--- src/rtl/branch_predict_unit_pkg.sv ---
// rtl/branch_predict_unit_pkg.sv - shared constants and types for the branch prediction unit
package branch_predict_unit_pkg;

  // PC layout: word-aligned instructions, low two bits never index the BTB
  localparam int unsigned PC_ALIGN_BITS      = 2;
  // Sequential instruction step (used when a non-branch was mispredicted as taken)
  localparam int unsigned INSN_BYTES         = 4;
  // Not-taken fall-through skips the branch and its delay slot
  localparam int unsigned FALLTHROUGH_OFFSET = 8;

  // Kind of BTB write produced by one resolution
  typedef enum logic [1:0] {
    UPD_NONE,
    UPD_HIT,
    UPD_ALLOC,
    UPD_INVAL
  } upd_kind_e;

  // Width of the stored tag for a given PC width and index width
  function automatic int unsigned tag_width(input int unsigned addr_w, input int unsigned idx_w);
    return addr_w - idx_w - PC_ALIGN_BITS;
  endfunction

endpackage

--- src/rtl/sat_counter.sv ---
// rtl/sat_counter.sv - saturating up/down counter with load
module sat_counter #(
  parameter int unsigned       WIDTH   = 2,
  parameter logic [WIDTH-1:0]  RST_VAL = '0
) (
  input  logic             clk,
  input  logic             rst,
  input  logic             inc,
  input  logic             dec,
  input  logic             load,
  input  logic [WIDTH-1:0] load_val,
  output logic [WIDTH-1:0] count
);

  // Load wins; otherwise step one way, holding at all-ones or zero
  always_ff @(posedge clk or posedge rst) begin
    if (rst) begin
      count <= RST_VAL;
    end else if (load) begin
      count <= load_val;
    end else if (inc && !dec && (count != {WIDTH{1'b1}})) begin
      count <= count + 1'b1;
    end else if (dec && !inc && (count != '0)) begin
      count <= count - 1'b1;
    end
  end

endmodule

--- src/rtl/branch_predict_unit.sv ---
// rtl/branch_predict_unit.sv - direct-mapped BTB predictor with misprediction redirect
module branch_predict_unit
  import branch_predict_unit_pkg::*;
#(
  parameter int unsigned ENTRIES    = 16,
  parameter int unsigned ADDR_WIDTH = 32,
  parameter int unsigned CTR_WIDTH  = 2,
  parameter int unsigned PERF_WIDTH = 32
) (
  input  logic                  clk,
  input  logic                  rst,
  input  logic [ADDR_WIDTH-1:0] if_pc,
  output logic                  pred_taken,
  output logic [ADDR_WIDTH-1:0] pred_target,
  input  logic                  res_valid,
  input  logic [ADDR_WIDTH-1:0] res_pc,
  input  logic                  res_is_branch,
  input  logic                  res_taken,
  input  logic [ADDR_WIDTH-1:0] res_target,
  input  logic                  res_pred_taken,
  input  logic [ADDR_WIDTH-1:0] res_pred_target,
  output logic                  mispredict,
  output logic [ADDR_WIDTH-1:0] redirect_pc,
  output logic [PERF_WIDTH-1:0] perf_branches,
  output logic [PERF_WIDTH-1:0] perf_mispredicts
);

  localparam int unsigned IDX_W = $clog2(ENTRIES);
  localparam int unsigned TAG_W = tag_width(ADDR_WIDTH, IDX_W);
  localparam int unsigned IDX_LO = PC_ALIGN_BITS;
  localparam int unsigned TAG_LO = IDX_W + PC_ALIGN_BITS;

  localparam logic [CTR_WIDTH-1:0]  CTR_WEAK_T  = CTR_WIDTH'(1) << (CTR_WIDTH - 1);
  localparam logic [CTR_WIDTH-1:0]  CTR_WEAK_NT = CTR_WIDTH'(CTR_WEAK_T - 1'b1);
  localparam logic [ADDR_WIDTH-1:0] OFF_SEQ     = ADDR_WIDTH'(INSN_BYTES);
  localparam logic [ADDR_WIDTH-1:0] OFF_FALL    = ADDR_WIDTH'(FALLTHROUGH_OFFSET);

  logic [ENTRIES-1:0]    valid;
  logic [TAG_W-1:0]      tag_mem [ENTRIES];
  logic [ADDR_WIDTH-1:0] tgt_mem [ENTRIES];
  logic [CTR_WIDTH-1:0]  ctr     [ENTRIES];

  logic [IDX_W-1:0]      if_idx;
  logic [TAG_W-1:0]      if_tag;
  logic                  if_hit;
  logic [IDX_W-1:0]      res_idx;
  logic [TAG_W-1:0]      res_tag;
  logic                  res_hit;
  upd_kind_e             upd_kind;
  logic                  alias_mis;
  logic                  dir_mis;
  logic                  mis;
  logic [ADDR_WIDTH-1:0] correct_pc;
  logic                  unused_low_bits;

  assign if_idx  = if_pc[TAG_LO-1:IDX_LO];
  assign if_tag  = if_pc[ADDR_WIDTH-1:TAG_LO];
  assign res_idx = res_pc[TAG_LO-1:IDX_LO];
  assign res_tag = res_pc[ADDR_WIDTH-1:TAG_LO];

  // Instruction alignment bits carry no prediction information
  assign unused_low_bits = ^{if_pc[IDX_LO-1:0], res_pc[IDX_LO-1:0]};

  // Lookup reads the registered table, so same-cycle updates are not yet visible
  always_comb begin
    if_hit      = valid[if_idx] && (tag_mem[if_idx] == if_tag);
    pred_taken  = if_hit && ctr[if_idx][CTR_WIDTH-1];
    pred_target = pred_taken ? tgt_mem[if_idx] : '0;
  end

  // Classify the table write implied by this resolution
  always_comb begin
    res_hit  = valid[res_idx] && (tag_mem[res_idx] == res_tag);
    upd_kind = UPD_NONE;
    if (res_valid) begin
      if (res_is_branch) begin
        if (res_hit)        upd_kind = UPD_HIT;
        else if (res_taken) upd_kind = UPD_ALLOC;
      end else if (res_hit) begin
        upd_kind = UPD_INVAL;
      end
    end
  end

  // Misprediction detection and the address fetch should have gone to
  always_comb begin
    alias_mis  = !res_is_branch && res_pred_taken;
    dir_mis    = (res_taken != res_pred_taken) ||
                 (res_taken && (res_target != res_pred_target));
    mis        = res_valid && (alias_mis || dir_mis);
    correct_pc = alias_mis ? (res_pc + OFF_SEQ)
                           : (res_taken ? res_target : (res_pc + OFF_FALL));
  end

  // One-cycle redirect pulse; reset drops any pending redirect
  always_ff @(posedge clk or posedge rst) begin
    if (rst) begin
      mispredict  <= 1'b0;
      redirect_pc <= '0;
    end else begin
      mispredict  <= mis;
      redirect_pc <= mis ? correct_pc : '0;
    end
  end

  // Entry valid bits: set on allocation, cleared when a non-branch aliases
  always_ff @(posedge clk or posedge rst) begin
    if (rst) begin
      valid <= '0;
    end else if (upd_kind == UPD_ALLOC) begin
      valid[res_idx] <= 1'b1;
    end else if (upd_kind == UPD_INVAL) begin
      valid[res_idx] <= 1'b0;
    end
  end

  // Tag and target storage; meaningless until the matching valid bit is set
  always_ff @(posedge clk) begin
    if (upd_kind == UPD_ALLOC) begin
      tag_mem[res_idx] <= res_tag;
      tgt_mem[res_idx] <= res_target;
    end else if ((upd_kind == UPD_HIT) && res_taken) begin
      tgt_mem[res_idx] <= res_target;
    end
  end

  for (genvar e = 0; e < ENTRIES; e++) begin : g_ctr
    logic sel;
    assign sel = (res_idx == IDX_W'(e));

    sat_counter #(
      .WIDTH   (CTR_WIDTH),
      .RST_VAL (CTR_WEAK_NT)
    ) u_ctr (
      .clk      (clk),
      .rst      (rst),
      .inc      (sel && (upd_kind == UPD_HIT) && res_taken),
      .dec      (sel && (upd_kind == UPD_HIT) && !res_taken),
      .load     (sel && (upd_kind == UPD_ALLOC)),
      .load_val (CTR_WEAK_T),
      .count    (ctr[e])
    );
  end

  sat_counter #(
    .WIDTH   (PERF_WIDTH),
    .RST_VAL ('0)
  ) u_perf_branches (
    .clk      (clk),
    .rst      (rst),
    .inc      (res_valid && res_is_branch),
    .dec      (1'b0),
    .load     (1'b0),
    .load_val ('0),
    .count    (perf_branches)
  );

  sat_counter #(
    .WIDTH   (PERF_WIDTH),
    .RST_VAL ('0)
  ) u_perf_mispredicts (
    .clk      (clk),
    .rst      (rst),
    .inc      (mis),
    .dec      (1'b0),
    .load     (1'b0),
    .load_val ('0),
    .count    (perf_mispredicts)
  );

endmodule

--- config.mk ---
export PLATFORM = sky130hd
export DESIGN_NAME = branch_predict_unit
export DESIGN_NICKNAME = d
export VERILOG_FILES = /design/src/rtl/branch_predict_unit_pkg.sv /design/src/rtl/sat_counter.sv /design/src/rtl/branch_predict_unit.sv
export SDC_FILE = /design/constraint.sdc
export NUM_CORES = 1
export LEC_CHECK = 0
export BUFFER_PORTS_ARGS = -buffer_cell sky130_fd_sc_hd__buf_2
export CAP_MARGIN = 10
export CORE_UTILIZATION = 69
export CTS_BUF_LIST = sky130_fd_sc_hd__clkbuf_4
export DETAILED_ROUTE_END_ITERATION = 16
export PLACE_DENSITY_LB_ADDON = 0.05
export SYNTH_ARGS = -nofsm -noshare
export SYNTH_HDL_FRONTEND = slang
export SYNTH_HIERARCHICAL = 1
export SYNTH_SLANG_ARGS = --single-unit
--- constraint.sdc ---
create_clock -name clk -period 10.3 [get_ports clk]
set_input_delay 1.03 -clock clk [delete_from_list [all_inputs] [get_ports clk]]
set_output_delay 1.03 -clock clk [all_outputs]
set_load 0.05 [all_outputs]
==> flow_metrics.py <==
metrics = {
    "pwr": {
        "powerDensity_nw_per_um2": 174.3,
        "p_leak_nw": 20.85,
        "power_switching_mw": 2.845,
        "p_int_mw": 7.398,
        "peakVddDrop_mv": 0.1472,
        "pwr-share-seq_pct": 48.1,
        "pwr-share-clk_pct": 36.3,
        "sw_frac_of_total_pct": 27.78,
        "p_comb_share_pct": 15.6,
    },
    "layout": {
        "final_cell_area_um2": 58780,
        "drive_above_1_share_pct": 29.71,
        "num-nets-final": 4156,
        "final_cell_mix": "edfxtp_1, clkbuf_4, mux4_2",
        "area_growth_pct": 11.71,
        "final_common_cell": "edfxtp_1",
    },
    "timing": {
        "finalCritPeriodShare_pct": 66.41,
        "clock.fmax_ghz": 0.1462,
        "tightest_slew_ns": 1.327,
        "fin_skew_ns": 0.1005,
        "slew_viol_final": 0,
        "fin_crit_ns": 6.840,
        "relSlewSlack_pct": 11.24,
        "rsz0062_at_grt": "no",
        "final.setup.tns_ns": 0,
        "hold_viol": 0,
        "setup_violations": 0,
    },
    "synth": {
        "ys_types": 92,
        "netlist_instances": 3436,
        "synth_ff_type": "edfxtp_1",
        "synth_area_um2": 52620,
        "synth_top_cell_by_area": "edfxtp_1",
        "synth_area_per_cell_um2": 15.31,
        "yosysWarnings": 6,
        "async_flop_share_pct": 13.51,
        "seq_area_frac_synth_pct": 59.90,
        "yosys.area.top_type_share_pct": 52.96,
        "synth.area.top_cells": "edfxtp_1, mux4_2, dfrtp_1",
        "synth-seq-cells": 1073,
        "synth_edf_count": 928,
    },
    "floorplan": {
        "die_w_um": 278.1,
        "placementRows": 100,
        "start_util_pct": 70.20,
        "io-pin-count": 264,
        "die-area_um2": 77360,
        "core-area_um2": 74950,
        "die_h_um": 278.1,
    },
    "routing": {
        "wl_mm": 151.8,
        "ant_nets": 0,
        "viasPerCell": 7.073,
        "drc": 0,
        "num_vias": 36230,
        "dr.pass1.iters": 7,
        "wire_per_inst_um": 29.63,
        "drtIter0Drc": 4971,
    },
    "flow_run": {
        "cap_violations": 0,
    },
    "grt": {
        "grt_max_degree": 78,
        "first_global_vias": 36560,
        "overflow": 0,
        "grt_pass1_wl_mm": 223.1,
        "grt_use_total_pct": 39.63,
        "antenna_found_initial": 13,
    },
    "clock_network": {
        "clk_path_buf_depth": 4,
        "holdBufCountCts": 1,
        "cts_sinks": 1073,
        "clockRootBuffer": "clkbuf_4",
        "path_clk_slew_ns": 0.07,
        "worst_skew_pair.late_latency_ns": 1.12,
        "cts_max_level": 5,
        "cts_made_buffers": 286,
        "cts_resized": 0,
        "post-cts-setup-buffer-count": 0,
        "cts_tree": "done",
    },
    "placement": {
        "placement.io_buffers": 261,
        "hpwlAfterDp_mm": 92.79,
        "placed_area_um2": 55190,
        "routabilityCongestion": 0.9397,
    },
    "setup_path": {
        "crit_path_end": "pred_target[18]",
        "reg2reg_slack_ns": 5.47,
        "critPathLaunchType": "input port",
        "cp.required_ns": 9.27,
        "path_class": "in -> out",
        "worstReg2RegEnd": "g_ctr[13].u_ctr/count[0]",
        "cp_max_fo": 77,
        "crit_path_start": "if_pc[2]",
        "worstReg2RegStart": "tag_mem[2][23]",
        "worstPathArrival_ns": 5.81,
        "critPathCaptureType": "output port",
        "ff2ff_path_depth": 11,
    },
    "hold_path": {
        "worstHoldPathType": "in -> reg",
    },
    "status": {
        "status": "complete, no violations",
    },
}
## per-stage QoR
stage               power [mW]  util (%)  cells  setup slack, ns  hold slack, ns
detailed placement       6.571     73.64   4632            3.252          0.5293
global placement         6.513     73.64   4632            3.338          0.5084
CTS                      10.24     78.34   5108            3.364          0.1202
global route             10.58     78.41   5119            3.057          0.1436
finish                   10.24     78.42   5122            3.460          0.1704
floorplan                6.125         -   3546            3.613          0.4873
## cell usage after synthesis, types with 28 or more instances
cell and count:
edfxtp_1 928, mux4_2 353, nand2_1 227, a21oi_1 131
dfrtp_1 129, mux2i_1 123, clkbuf_1 113, nor2_1 112
inv_1 91, xnor2_1 89, o21ai_0 80, ha_1 67
xor2_1 67, nor2b_1 59, nand2b_1 57, nor4_1 51
nand3_1 49, nand4_1 49, o211ai_1 41, nor3_1 39
a211oi_1 35, and3_1 34, buf_1 34, o21a_1 33
a21o_1 28
## area by class of cell
cell class / instances / area (µm²)
Fill cell: 4255 / 16170
Multi-Input combinational cell: 2185 / 20380
Tap cell: 969 / 1212
Sequential cell: 1073 / 31520
Timing Repair Buffer: 315 / 1775
Clock inverter: 66 / 441.7
Clock buffer: 409 / 3070
Antenna cell: 13 / 32.53
Inverter: 92 / 345.3
## worst min-delay path by stage
stage / cells past startpoint / end / slack, ns / startpoint
CTS: 3 / redirect_pc[0] / 0.12 / res_pc[0]
global placement: 2 / register / 0.51 / register
detailed placement: 2 / register / 0.53 / register
floorplan: 2 / register / 0.49 / register
global route: 3 / redirect_pc[0] / 0.14 / res_pc[0]
finish: 3 / redirect_pc[0] / 0.17 / res_pc[0]
## flip-flops by register name, indices dropped and copies added, names as in the netlist, named ones only
signal / count
g_ctr.u_ctr/count: 32
mispredict: 1
u_perf_branches/count: 32
redirect_pc: 32
u_perf_mispredicts/count: 32
tgt_mem: 512
tag_mem: 416
## power groups by stage
stage / clock [mW] / sequential, mW / combinational, mW
after floorplan: 0 / 5.18 / 0.949
after global placement: 0 / 5.01 / 1.51
after detailed placement: 0 / 5.02 / 1.55
after CTS: 3.75 / 4.93 / 1.56
after global routing: 3.95 / 4.94 / 1.70
final: 3.72 / 4.93 / 1.60
## layer usage
layer | GRT usage [%] | wire [µm] | vias up
li1 | - | - | 14860
met1 | 52.37 | 53000 | 17890
met2 | 61.14 | 71360 | 2890
met3 | 10.01 | 19250 | 576
met4 | 21.82 | 8142 | 4
met5 | 0 | 29 | -
## kinds of logic (layout without fill, tap and decap cells)
logic type,Yosys count,after routing,synth area share [%]
AOI/OAI and AO/OA,582,582,7.736
buffers and inverters,288,882,2.459
DFF,1073,1073,59.90
adders and majority gates,69,69,1.669
muxes,503,503,18.03
and+or+nand+nor,762,762,7.569
other,2,125,0.01427
xor gates and xnor gates,157,157,2.628
## worst max-delay path: stages
cell,delay (ns)
buf_8,0.64
buf_4,0.68
mux4_2,0.59
mux4_2,0.49
xnor2_1,0.26
nand4_1,0.30
nor3_1,0.45
nand4_1,0.21
buf_4,0.40
nor2b_1,0.37
buf_2,0.33
Note: power is estimated with default switching activity, not from simulation.
